**config.mk**
```make
export PLATFORM = sky130hd
export DESIGN_NAME = seq_scan_ctrl
export DESIGN_NICKNAME = d
export VERILOG_FILES = /design/src/rtl/seq_scan_ctrl.sv
export SDC_FILE = /design/constraint.sdc
export NUM_CORES = 1
export LEC_CHECK = 0
export CELL_PAD_IN_SITES_DETAIL_PLACEMENT = 2
export CELL_PAD_IN_SITES_GLOBAL_PLACEMENT = 2
export CORE_MARGIN = 8
export CORE_UTILIZATION = 34
export DETAILED_ROUTE_END_ITERATION = 6
export PLACE_DENSITY = 0.9
export SLEW_MARGIN = 20
export SYNTH_ARGS = -nofsm -noshare
export SYNTH_HDL_FRONTEND = slang
export SYNTH_SLANG_ARGS = --single-unit
```
**constraint.sdc**
```tcl
create_clock -name clk -period 2.9 [get_ports clk]
set_input_delay 0.435 -clock clk [delete_from_list [all_inputs] [get_ports clk]]
set_output_delay 0.435 -clock clk [all_outputs]
set_load 0.01 [all_outputs]
```
**src/rtl/seq_scan_ctrl.sv**
```systemverilog
// Serial pattern scanner: accepts up to 16 bytes per job, shifts them MSB first
// into a 4-bit history and counts every (overlapping) match of a 1..4 bit pattern.
`timescale 1ns/1ps
module seq_scan_ctrl (
  input  logic       clk,
  input  logic       rst_n,
  input  logic       start,
  input  logic [3:0] cfg_pat,
  input  logic [2:0] cfg_len,
  input  logic [3:0] cfg_nbytes,
  input  logic [7:0] byte_in,
  input  logic       byte_valid,
  output logic       byte_ready,
  output logic       hit,
  output logic [7:0] hit_cnt,
  output logic       busy,
  output logic       done
);

  // Byte handshake: a byte transfers on a rising edge where byte_valid and
  // byte_ready are both 1; byte_ready is high for every cycle spent in LOAD.
  typedef enum logic [1:0] {
    IDLE  = 2'd0,
    LOAD  = 2'd1,
    SHIFT = 2'd2,
    DONE  = 2'd3
  } state_t;

  state_t     state;
  logic [3:0] pat_r;
  logic [2:0] len_r;
  logic [4:0] nbytes_r;
  logic [4:0] byte_cnt;
  logic [2:0] bit_cnt;
  logic [2:0] bv_cnt;
  logic [3:0] hist;
  logic [7:0] sreg;

  logic [2:0] len_eff;
  logic [4:0] nbytes_eff;
  logic [3:0] new_hist;
  logic [2:0] new_bv;
  logic [3:0] len_mask;
  logic       match;

  always_comb begin
    len_eff    = (cfg_len >= 3'd1 && cfg_len <= 3'd4) ? cfg_len : 3'd4;
    nbytes_eff = (cfg_nbytes == 4'd0) ? 5'd16 : {1'b0, cfg_nbytes};
  end

  // Match is judged on the history as it will look after this cycle's shift.
  always_comb begin
    new_hist = {hist[2:0], sreg[7]};
    new_bv   = (bv_cnt == 3'd4) ? 3'd4 : bv_cnt + 3'd1;
    case (len_r)
      3'd1:    len_mask = 4'b0001;
      3'd2:    len_mask = 4'b0011;
      3'd3:    len_mask = 4'b0111;
      default: len_mask = 4'b1111;
    endcase
    match = (((new_hist ^ pat_r) & len_mask) == 4'd0) && (new_bv >= len_r);
  end

  always_ff @(posedge clk or negedge rst_n) begin
    if (!rst_n) begin
      state    <= IDLE;
      pat_r    <= 4'd0;
      len_r    <= 3'd0;
      nbytes_r <= 5'd0;
      byte_cnt <= 5'd0;
      bit_cnt  <= 3'd0;
      bv_cnt   <= 3'd0;
      hist     <= 4'd0;
      sreg     <= 8'd0;
      hit      <= 1'b0;
      hit_cnt  <= 8'd0;
    end else begin
      hit <= 1'b0;
      case (state)
        IDLE: begin
          if (start) begin
            pat_r    <= cfg_pat;
            len_r    <= len_eff;
            nbytes_r <= nbytes_eff;
            byte_cnt <= 5'd0;
            bit_cnt  <= 3'd0;
            bv_cnt   <= 3'd0;
            hist     <= 4'd0;
            hit_cnt  <= 8'd0;
            state    <= LOAD;
          end
        end
        LOAD: begin
          if (byte_valid) begin
            sreg     <= byte_in;
            byte_cnt <= byte_cnt + 5'd1;
            bit_cnt  <= 3'd0;
            state    <= SHIFT;
          end
        end
        SHIFT: begin
          hist    <= new_hist;
          bv_cnt  <= new_bv;
          sreg    <= {sreg[6:0], 1'b0};
          bit_cnt <= bit_cnt + 3'd1;
          if (match) begin
            hit <= 1'b1;
            if (hit_cnt != 8'hFF) hit_cnt <= hit_cnt + 8'd1;
          end
          if (bit_cnt == 3'd7) state <= (byte_cnt == nbytes_r) ? DONE : LOAD;
        end
        DONE:    state <= IDLE;
        default: state <= IDLE;
      endcase
    end
  end

  always_comb begin
    byte_ready = (state == LOAD);
    busy       = (state == LOAD) || (state == SHIFT);
    done       = (state == DONE);
  end

endmodule

```
== Word-level counts from Yosys, hierarchy flattened ==
Cells that the tools add are included.
Word-level totals
  input bits: 23
  bits in registers: 45
Operators by class
  equality and inequality tests: 15
  multiplexer cells: 26
  $add $sub $neg: 4
  bitwise operators: 2
  $lt $le $gt $ge: 3
  reduce and logical (&&, ||, !) cells: 17
Operator list (number)
  two-way mux 8 bit: 4
  case mux 8 bit (2 select lines): 2
  two-way mux 3 bit: 5
  two-way mux 5 bit: 3
  case mux 3 bit (2 select lines): 2
  case mux 4 bit (3 select lines): 1
  inequality test 2 bit (second input constant): 5
  case mux 5 bit (2 select lines): 1
  case mux 3 bit (3 select lines): 1
  AND reduction 3 bit: 3
  adder 8 x 1 -> 8 bit (second input constant): 1
  zero test 4 bit: 2
  two-way mux 2 bit: 4
  inequality test 8 bit (second input constant): 1
  case mux 2 bit (4 select lines): 1
  adder 3 x 1 -> 3 bit (second input constant): 2
  == test 3 x 2 -> 1 bit (second input constant): 2
  == test 3 bit (second input constant): 2
  AND reduction 2 bit: 3
  nonzero test 2 bit: 3
  adder 5 x 1 -> 5 bit (second input constant): 1
  == test 5 bit: 1
  bitwise AND 4 bit: 1
  == test 2 bit (second input constant): 2
  12 further kinds: 14

== Logic depth before layout (Yosys ltp) ==
Gate-level depths: netlist (run 1).
  depth in word-level cells: 7
  depth in mapped cells: 11

== Least setup slack after synthesis (run 1) ==
Ideal clock, no wire load.
  path type: register to register
  from: reg bv_cnt[0]
  to: reg hit_cnt[7]
  data required time: 2.773 ns
  stages on the path, launching flop included: 12
  path slack: 0.617 ns
  data arrival time: 2.156 ns
  cells stage by stage: dfrtp_1 -> inv_1 -> ha_1 -> nor2_1 -> nor2_1 -> ha_1 -> nand2_1 -> o21ai_1 -> and4b_2 -> a21oi_2 -> or4_4 -> mux2i_1
On the way
  word-level cells in the longest chain between the ends: 6
Ends and longest elaborated chain
  from (decl): RTL line 35  | logic [2:0] bv_cnt;
  from (signal assigned): RTL line 103  | bv_cnt <= new_bv;
  adder 3 x 1 -> 3 bit / == test 3 bit (equally long branches): RTL line 54  | new_bv = (bv_cnt == 3'd4) ? 3'd4 : bv_cnt + 3'd1;
  two-way mux 3 bit (*): RTL line 54
  greater-or-equal comparator 3 bit (*): RTL line 61  | match = (((new_hist ^ pat_r) & len_mask) == 4'd0) && (new_bv >= len_r);
  logical AND 1 bit (*): RTL line 61
  inequality test 2 bit (no source line) (*)
  AND reduction 4 bit (no source line) (*)
  to (signal assigned): RTL line 108  | if (hit_cnt != 8'hFF) hit_cnt <= hit_cnt + 8'd1;
  to (decl): RTL line 15  | output logic [7:0] hit_cnt,
Mark *: on every way between the ends. The rest lies on a longest branch, timed or not.
A chain may end at the register's enable or synchronous reset.

== Worst setup path after layout (run 1) ==
Ends and elaborated chain as after synthesis.

==> flow_summary.yaml, run 1 <==
clocking:
  clock_latency_ns: 0.31
  hold_buffers: 0
  cts.path.max_buffers: 2
  cts_resized: 0
  cts_tree: "done"
  cts_max_level: 2
  clock_sinks: 45
  root_buffer: "clkbuf_8"
  post_cts_buffers: 0
  clkSlewWorstSetupHoldPaths_ns: 0.09
  cts_made_buffers: 5
worst_setup_path:
  critPathCaptureType: "register"
  slowest_stage: "or4_4"
  critPathLaunchType: "register"
  critPathBufInv: 1
  critical_path.top_delay_family: "simple AND/OR/NAND/NOR gates"
  arrival_ns: 2.79
  worst_path_largest_cell_delay_ns: 0.53
  crit_chain: "inv_1, ha_1, nor2_1, nor2_1, ha_1, nand2_1, o21ai_1, and4b_2, a21oi_2, or4_4, mux2i_1"
  cp.required_ns: 3.09
  critical_path_class: "register to register"
  critPathMaxFanout: 4
floorplanning:
  io_pins: 35
  die_w_um: 100
  rows: 30
  core_area_mm2: 0.00683
  start_util_pct: 35.2
  dieArea_mm2: 0.0100
  die_h_um: 100
finish:
  area_growth_pct: 22.9
  layout_common_cells: "45 x dfrtp_1, 33 x clkdlybuf4s50_1, 28 x nand2_1, 24 x o21ai_0, 18 x nor2_1"
  seq_area_mm2: 0.00113
  nets: 320
  nFillCells: 756
  final_common_cell: "dfrtp_1"
  diodes: 0
  design_area_mm2: 0.00296
  drive_gt1_share_pct: 9.82
  instances_no_fill: 381
  multi_input_area_mm2: 0.00121
  final_util_pct: 43.3
power_and_ir_drop:
  power_density_mw_per_mm2: 941
  p_leak_nw: 1.29
  vdd_drop_max_uv: 354
grt:
  gr-usage-all-layers_pct: 15.0
  grt_max_degree: 46
  antenna_found_initial: 0
  grt.overflow.total: 0
  grt_pass1_wl_um: 12000
  grt_pass1_vias: 2379
job:
  cap_violations: 0
synthesis:
  synth_edf_count: 0
  ys_seq_area_share_pct: 46.8
  synth_top_cell_by_area: "dfrtp_1"
  synth_area_leaders: "dfrtp_1 47%, ha_1 6.8%, o21ai_0 5.0%"
  ys_async_sr_fraction_pct: 100
  yosys.area.top_type_share_pct: 46.8
  synth-seq-cells: 45
  postSynthCellCount: 248
  ys.flop_type: "dfrtp_1"
  syn_area_mm2: 0.00240
  ys_warn_count: 0
  synth_area_per_cell_um2: 9.70
  synth_cell_types: 42
  syn-num-nets: 284
route:
  firstDrtPassIters: 4
  route.final.wire_length_um: 7010
  drt_iter0_markers: 89
  antenna_left: 0
  vias: 2044
  vias_per_cell: 5.36
  drc: 0
  routedWlPerCell_um: 18.4
sta:
  period_share_pct: 89.8
  whs_ns: 0.109
  fin_crit_ns: 2.60
  rsz0062_at_grt: "false"
  slew_headroom_pct: 59.8
  hold_viol_final: 0
  fin_setup_tns_ns: 0
  fmax_mhz: 384
  final_max_slew_viol_count: 0
  setup_violations: 0
  skew_ns: 0.00868
  worst_slew_pin_slew_ns: 0.604
placed_design:
  port_buffers: 34
  dp.cells: 373
  place.gp.congestion: 0.843
  placed_area_mm2: 0.00286
  dp_hpwl_um: 5040
hold_path:
  hold_path_class: "primary input to async pin"
status:
  status: "finished clean"
cells by family (layout without fill, tap and decap cells):
family | after synthesis | after routing | share of synthesized area (%)
mux | 10 | 10 | 4.58
simple gates | 81 | 81 | 16.7
buf+inv | 19 | 56 | 2.97
fa+ha+maj | 13 | 13 | 6.76
compound gates | 67 | 67 | 17.4
xor+xnor | 13 | 13 | 4.73
flops | 45 | 45 | 46.8
layout make-up:
class	instances	share of cell area, %
multi-input combinational	184	40.9
tap	96	4.06
sequential	45	38.1
inverter	10	1.27
clock buffer	6	2.79
clock inverter	2	0.466
timing repair buffer	38	12.4
final timing paths:
path | slack [ns] | start | cells after the start | endpoint
worst max-delay path | 0.30 | bv_cnt[0] | 11 | hit_cnt[7]
min in group clk | 0.52 | bit_cnt[1] | 2 | bit_cnt[1]
worst max register to register | 0.30 | bv_cnt[0] | 11 | hit_cnt[7]
max in group asynchronous | 2.36 | rst_n | 1 | hist[2]
worst min register to register | 0.52 | bit_cnt[1] | 2 | bit_cnt[1]
worst min-delay path | 0.11 | rst_n | 1 | len_r[0]
registers in the layout, indices dropped and copies added (netlist names):
| register | count |
|---|---|
| nbytes_r | 5 |
| len_r | 3 |
| hist | 3 |
| sreg | 8 |
| hit | 1 |
| state | 2 |
| bv_cnt | 3 |
| bit_cnt | 3 |
| byte_cnt | 5 |
| pat_r | 4 |
| hit_cnt | 8 |
cells in the mapped netlist, drive strengths merged, types with 4 or more instances:
master   n
nand3    6
nand2   28
xnor2    4
o22ai    9
inv     10
mux2     8
xor2     9
dfrtp   45
a22o     7
a21oi   12
clkbuf   9
ha      13
nand2b   4
nor2    18
o21ai   27
nor2b    5
report_power, final:
group	switching (W)	internal, W	total (W)
logic	0.000744	0.000560	0.00130
clock network	0.000233	0.000194	0.000427
registers	0.000207	0.000843	0.00105
metrics by stage:
step / power, W / setup WS, ns
after floorplan: 0.00188 / 0.617
after global placement: 0.00227 / 0.504
after detailed placement: 0.00236 / 0.405
after CTS: 0.00283 / 0.303
after global routing: 0.00300 / 0.150
final: 0.00278 / 0.296
layer usage:
metal,GRT usage (%),share of wire (%),up-vias
met2,27.7,54,31
met4,4.19,1.2,0
met5,0,0,-
met3,3.46,3.1,8
li1,-,-,952
met1,16.8,42,1053
Note: power is estimated with default switching activity, not from simulation.
==> inputs of run 2 (changes only) <==
--- a/config.mk
+++ b/config.mk
@@ -5,6 +5,7 @@
 export SDC_FILE = /design/constraint.sdc
 export NUM_CORES = 1
 export LEC_CHECK = 0
+export ABC_AREA = 0
 export CELL_PAD_IN_SITES_DETAIL_PLACEMENT = 2
 export CELL_PAD_IN_SITES_GLOBAL_PLACEMENT = 2
 export CORE_MARGIN = 8
==> results of run 2 <==
Final layout, timing and power as in run 1 (identical DEF).
==> inputs of run 3 (changes only) <==
--- a/config.mk
+++ b/config.mk
@@ -6,12 +6,10 @@
 export NUM_CORES = 1
 export LEC_CHECK = 0
 export ABC_AREA = 0
-export CELL_PAD_IN_SITES_DETAIL_PLACEMENT = 2
-export CELL_PAD_IN_SITES_GLOBAL_PLACEMENT = 2
 export CORE_MARGIN = 8
-export CORE_UTILIZATION = 34
+export CORE_UTILIZATION = 45
 export DETAILED_ROUTE_END_ITERATION = 6
-export PLACE_DENSITY = 0.9
+export PLACE_DENSITY = 0.79
 export SLEW_MARGIN = 20
 export SYNTH_ARGS = -nofsm -noshare
 export SYNTH_HDL_FRONTEND = slang
==> run 3 against run 2 <==
Effect of this change:
- final cell count shrank 6.8%
- non-clock buffer count is the same
- total power shrank 5.6%
- combinational power shrank 7%
- clock power shrank 13%
- core utilization grew 13 points
- maximum frequency grew 7.3%
- hold slack gained 0.012 ns
- count of clock-buffer cells in the layout shrank 1
- critical path type unchanged
==> flow_summary.yaml, run 3 (same netlist as run 1, synthesis figures left out) <==
clocking:
  hold_buffers: 0
  cts_made_buffers: 5
  cts_max_level: 2
  clkSlewWorstSetupHoldPaths_ns: 0.08
  clock_latency_ns: 0.30
  cts_tree: "done"
  clock_sinks: 45
  root_buffer: "clkbuf_8"
  post_cts_buffers: 0
  cts.path.max_buffers: 2
  cts_resized: 0
sta:
  skew_ns: 0.00947
  slew_headroom_pct: 62.9
  hold_viol_final: 0
  worst_slew_pin_slew_ns: 0.556
  final_max_slew_viol_count: 0
  fin_setup_tns_ns: 0
  setup_violations: 0
  fmax_mhz: 412
  period_share_pct: 83.7
  fin_crit_ns: 2.43
  rsz0062_at_grt: "false"
finish:
  reg.largest.list: "hit_cnt: 8 flops, sreg: 8 flops"
  area_growth_pct: 21.1
  nets: 320
  drive_gt1_share_pct: 9.82
  layout_common_cells: "45 x dfrtp_1, 33 x clkdlybuf4s50_1, 28 x nand2_1, 24 x o21ai_0, 18 x nor2_1"
  diodes: 0
  final_common_cell: "dfrtp_1"
worst_setup_path:
  critPathLaunchType: "register"
  critPathMaxFanout: 4
  slowest_stage: "or4_4"
  critPathCaptureType: "register"
  cp.required_ns: 3.08
  critical_path_class: "register to register"
  worst_path_largest_cell_delay_ns: 0.53
  crit_chain: "inv_1, ha_1, nor2_1, nor2_1, ha_1, nand2_1, o21ai_1, and4b_2, a21oi_2, or4_4, mux2i_1"
  arrival_ns: 2.61
power_and_ir_drop:
  total_power_w: 0.00263
  p_leak_nw: 1.29
  vdd_drop_max_uv: 339
  power_density_mw_per_mm2: 901
route:
  routedWlPerCell_um: 14.2
  wl_met1_um: 2210
  vias: 1924
  drt_iter0_markers: 63
  firstDrtPassIters: 4
  top_layer: "met4"
  route.final.wire_length_um: 5030
  drc: 0
  vias_per_cell: 5.42
  wl_met3_um: 250
  antenna_left: 0
  wl_met2_um: 2440
job:
  cap_violations: 0
floorplanning:
  rows: 26
  die_h_um: 89.1
  core_area_mm2: 0.00514
  start_util_pct: 46.8
  dieArea_mm2: 0.00794
  io_pins: 35
  die_w_um: 89.1
status:
  status: "finished clean"
grt:
  grt_pass1_vias: 1906
  grt_pass1_wl_um: 8780
  grt.overflow.total: 0
  antenna_found_initial: 0
  grt_max_degree: 46
  gr-usage-all-layers_pct: 14.1
placed_design:
  port_buffers: 34
  dp_hpwl_um: 3780
  place.gp.congestion: 0.819
hold_path:
  hold_path_class: "primary input to async pin"
## run 3: changes by cell type in the layout (fill, tap and decap cells not counted), sizes merged
cell	before	now
clkinvlp	0	1
clkbuf	6	5
## run 3: worst paths after layout
kind / startpoint / endpoint / slack [ns] / depth (start not counted)
min reg2reg: nbytes_r[4] / nbytes_r[4] / 0.53 / 2
min: rst_n / hit_cnt[5] / 0.12 / 1
min in group clk: nbytes_r[4] / nbytes_r[4] / 0.53 / 2
max: bv_cnt[0] / hit_cnt[7] / 0.47 / 11
max in group asynchronous: rst_n / sreg[7] / 2.39 / 1
max reg2reg: bv_cnt[0] / hit_cnt[7] / 0.47 / 11
## run 3: metrics by stage
stage          instance area [um2]  std cells  worst slack [ns]  utilization, %  hold WS, ns
2_1_floorplan                 2400        248             0.617               -        0.139
3_3_place_gp                  2820        347             0.536            54.9        0.489
3_5_place_dp                  2820        347             0.488            54.9        0.510
4_1_cts                       2910        355             0.467            56.6        0.330
5_1_grt                       2910        355             0.302            56.7        0.167
6_report                      2910        355             0.474            56.7        0.121
## run 3: metal layers
metal	global-route usage, %	up-vias
li1	-	969
met1	17.3	899
met2	23.0	43
met3	2.94	13
met4	7.10	0
met5	0	-
## run 3: final cells by class
class / instances / area, um2
Fill cell: 464 / 2230
Sequential cell: 45 / 1130
Timing Repair Buffer: 38 / 368
Multi-Input combinational cell: 184 / 1210
Clock buffer: 5 / 68.8
Inverter: 10 / 37.5
Clock inverter: 3 / 17.5
Tap cell: 70 / 87.6
## run 3: critical path: cells and delay by family, from the launching register on
kind | cells | cell delay (ns)
adder cells (fa/ha/maj) | 2 | 0.50
AND/OR/NAND/NOR | 5 | 1.04
buffers and inverters | 1 | 0.06
flip-flops | 1 | 0.37
multiplexers | 1 | 0.13
AO/OA/AOI/OAI | 2 | 0.22
## run 3: power breakdown
group,internal [W],leakage (nW),switching [W]
clock network,0.000166,0.0439,0.000207
registers,0.000843,0.569,0.000194
logic,0.000555,0.673,0.000659
total,0.00156,1.29,0.00106
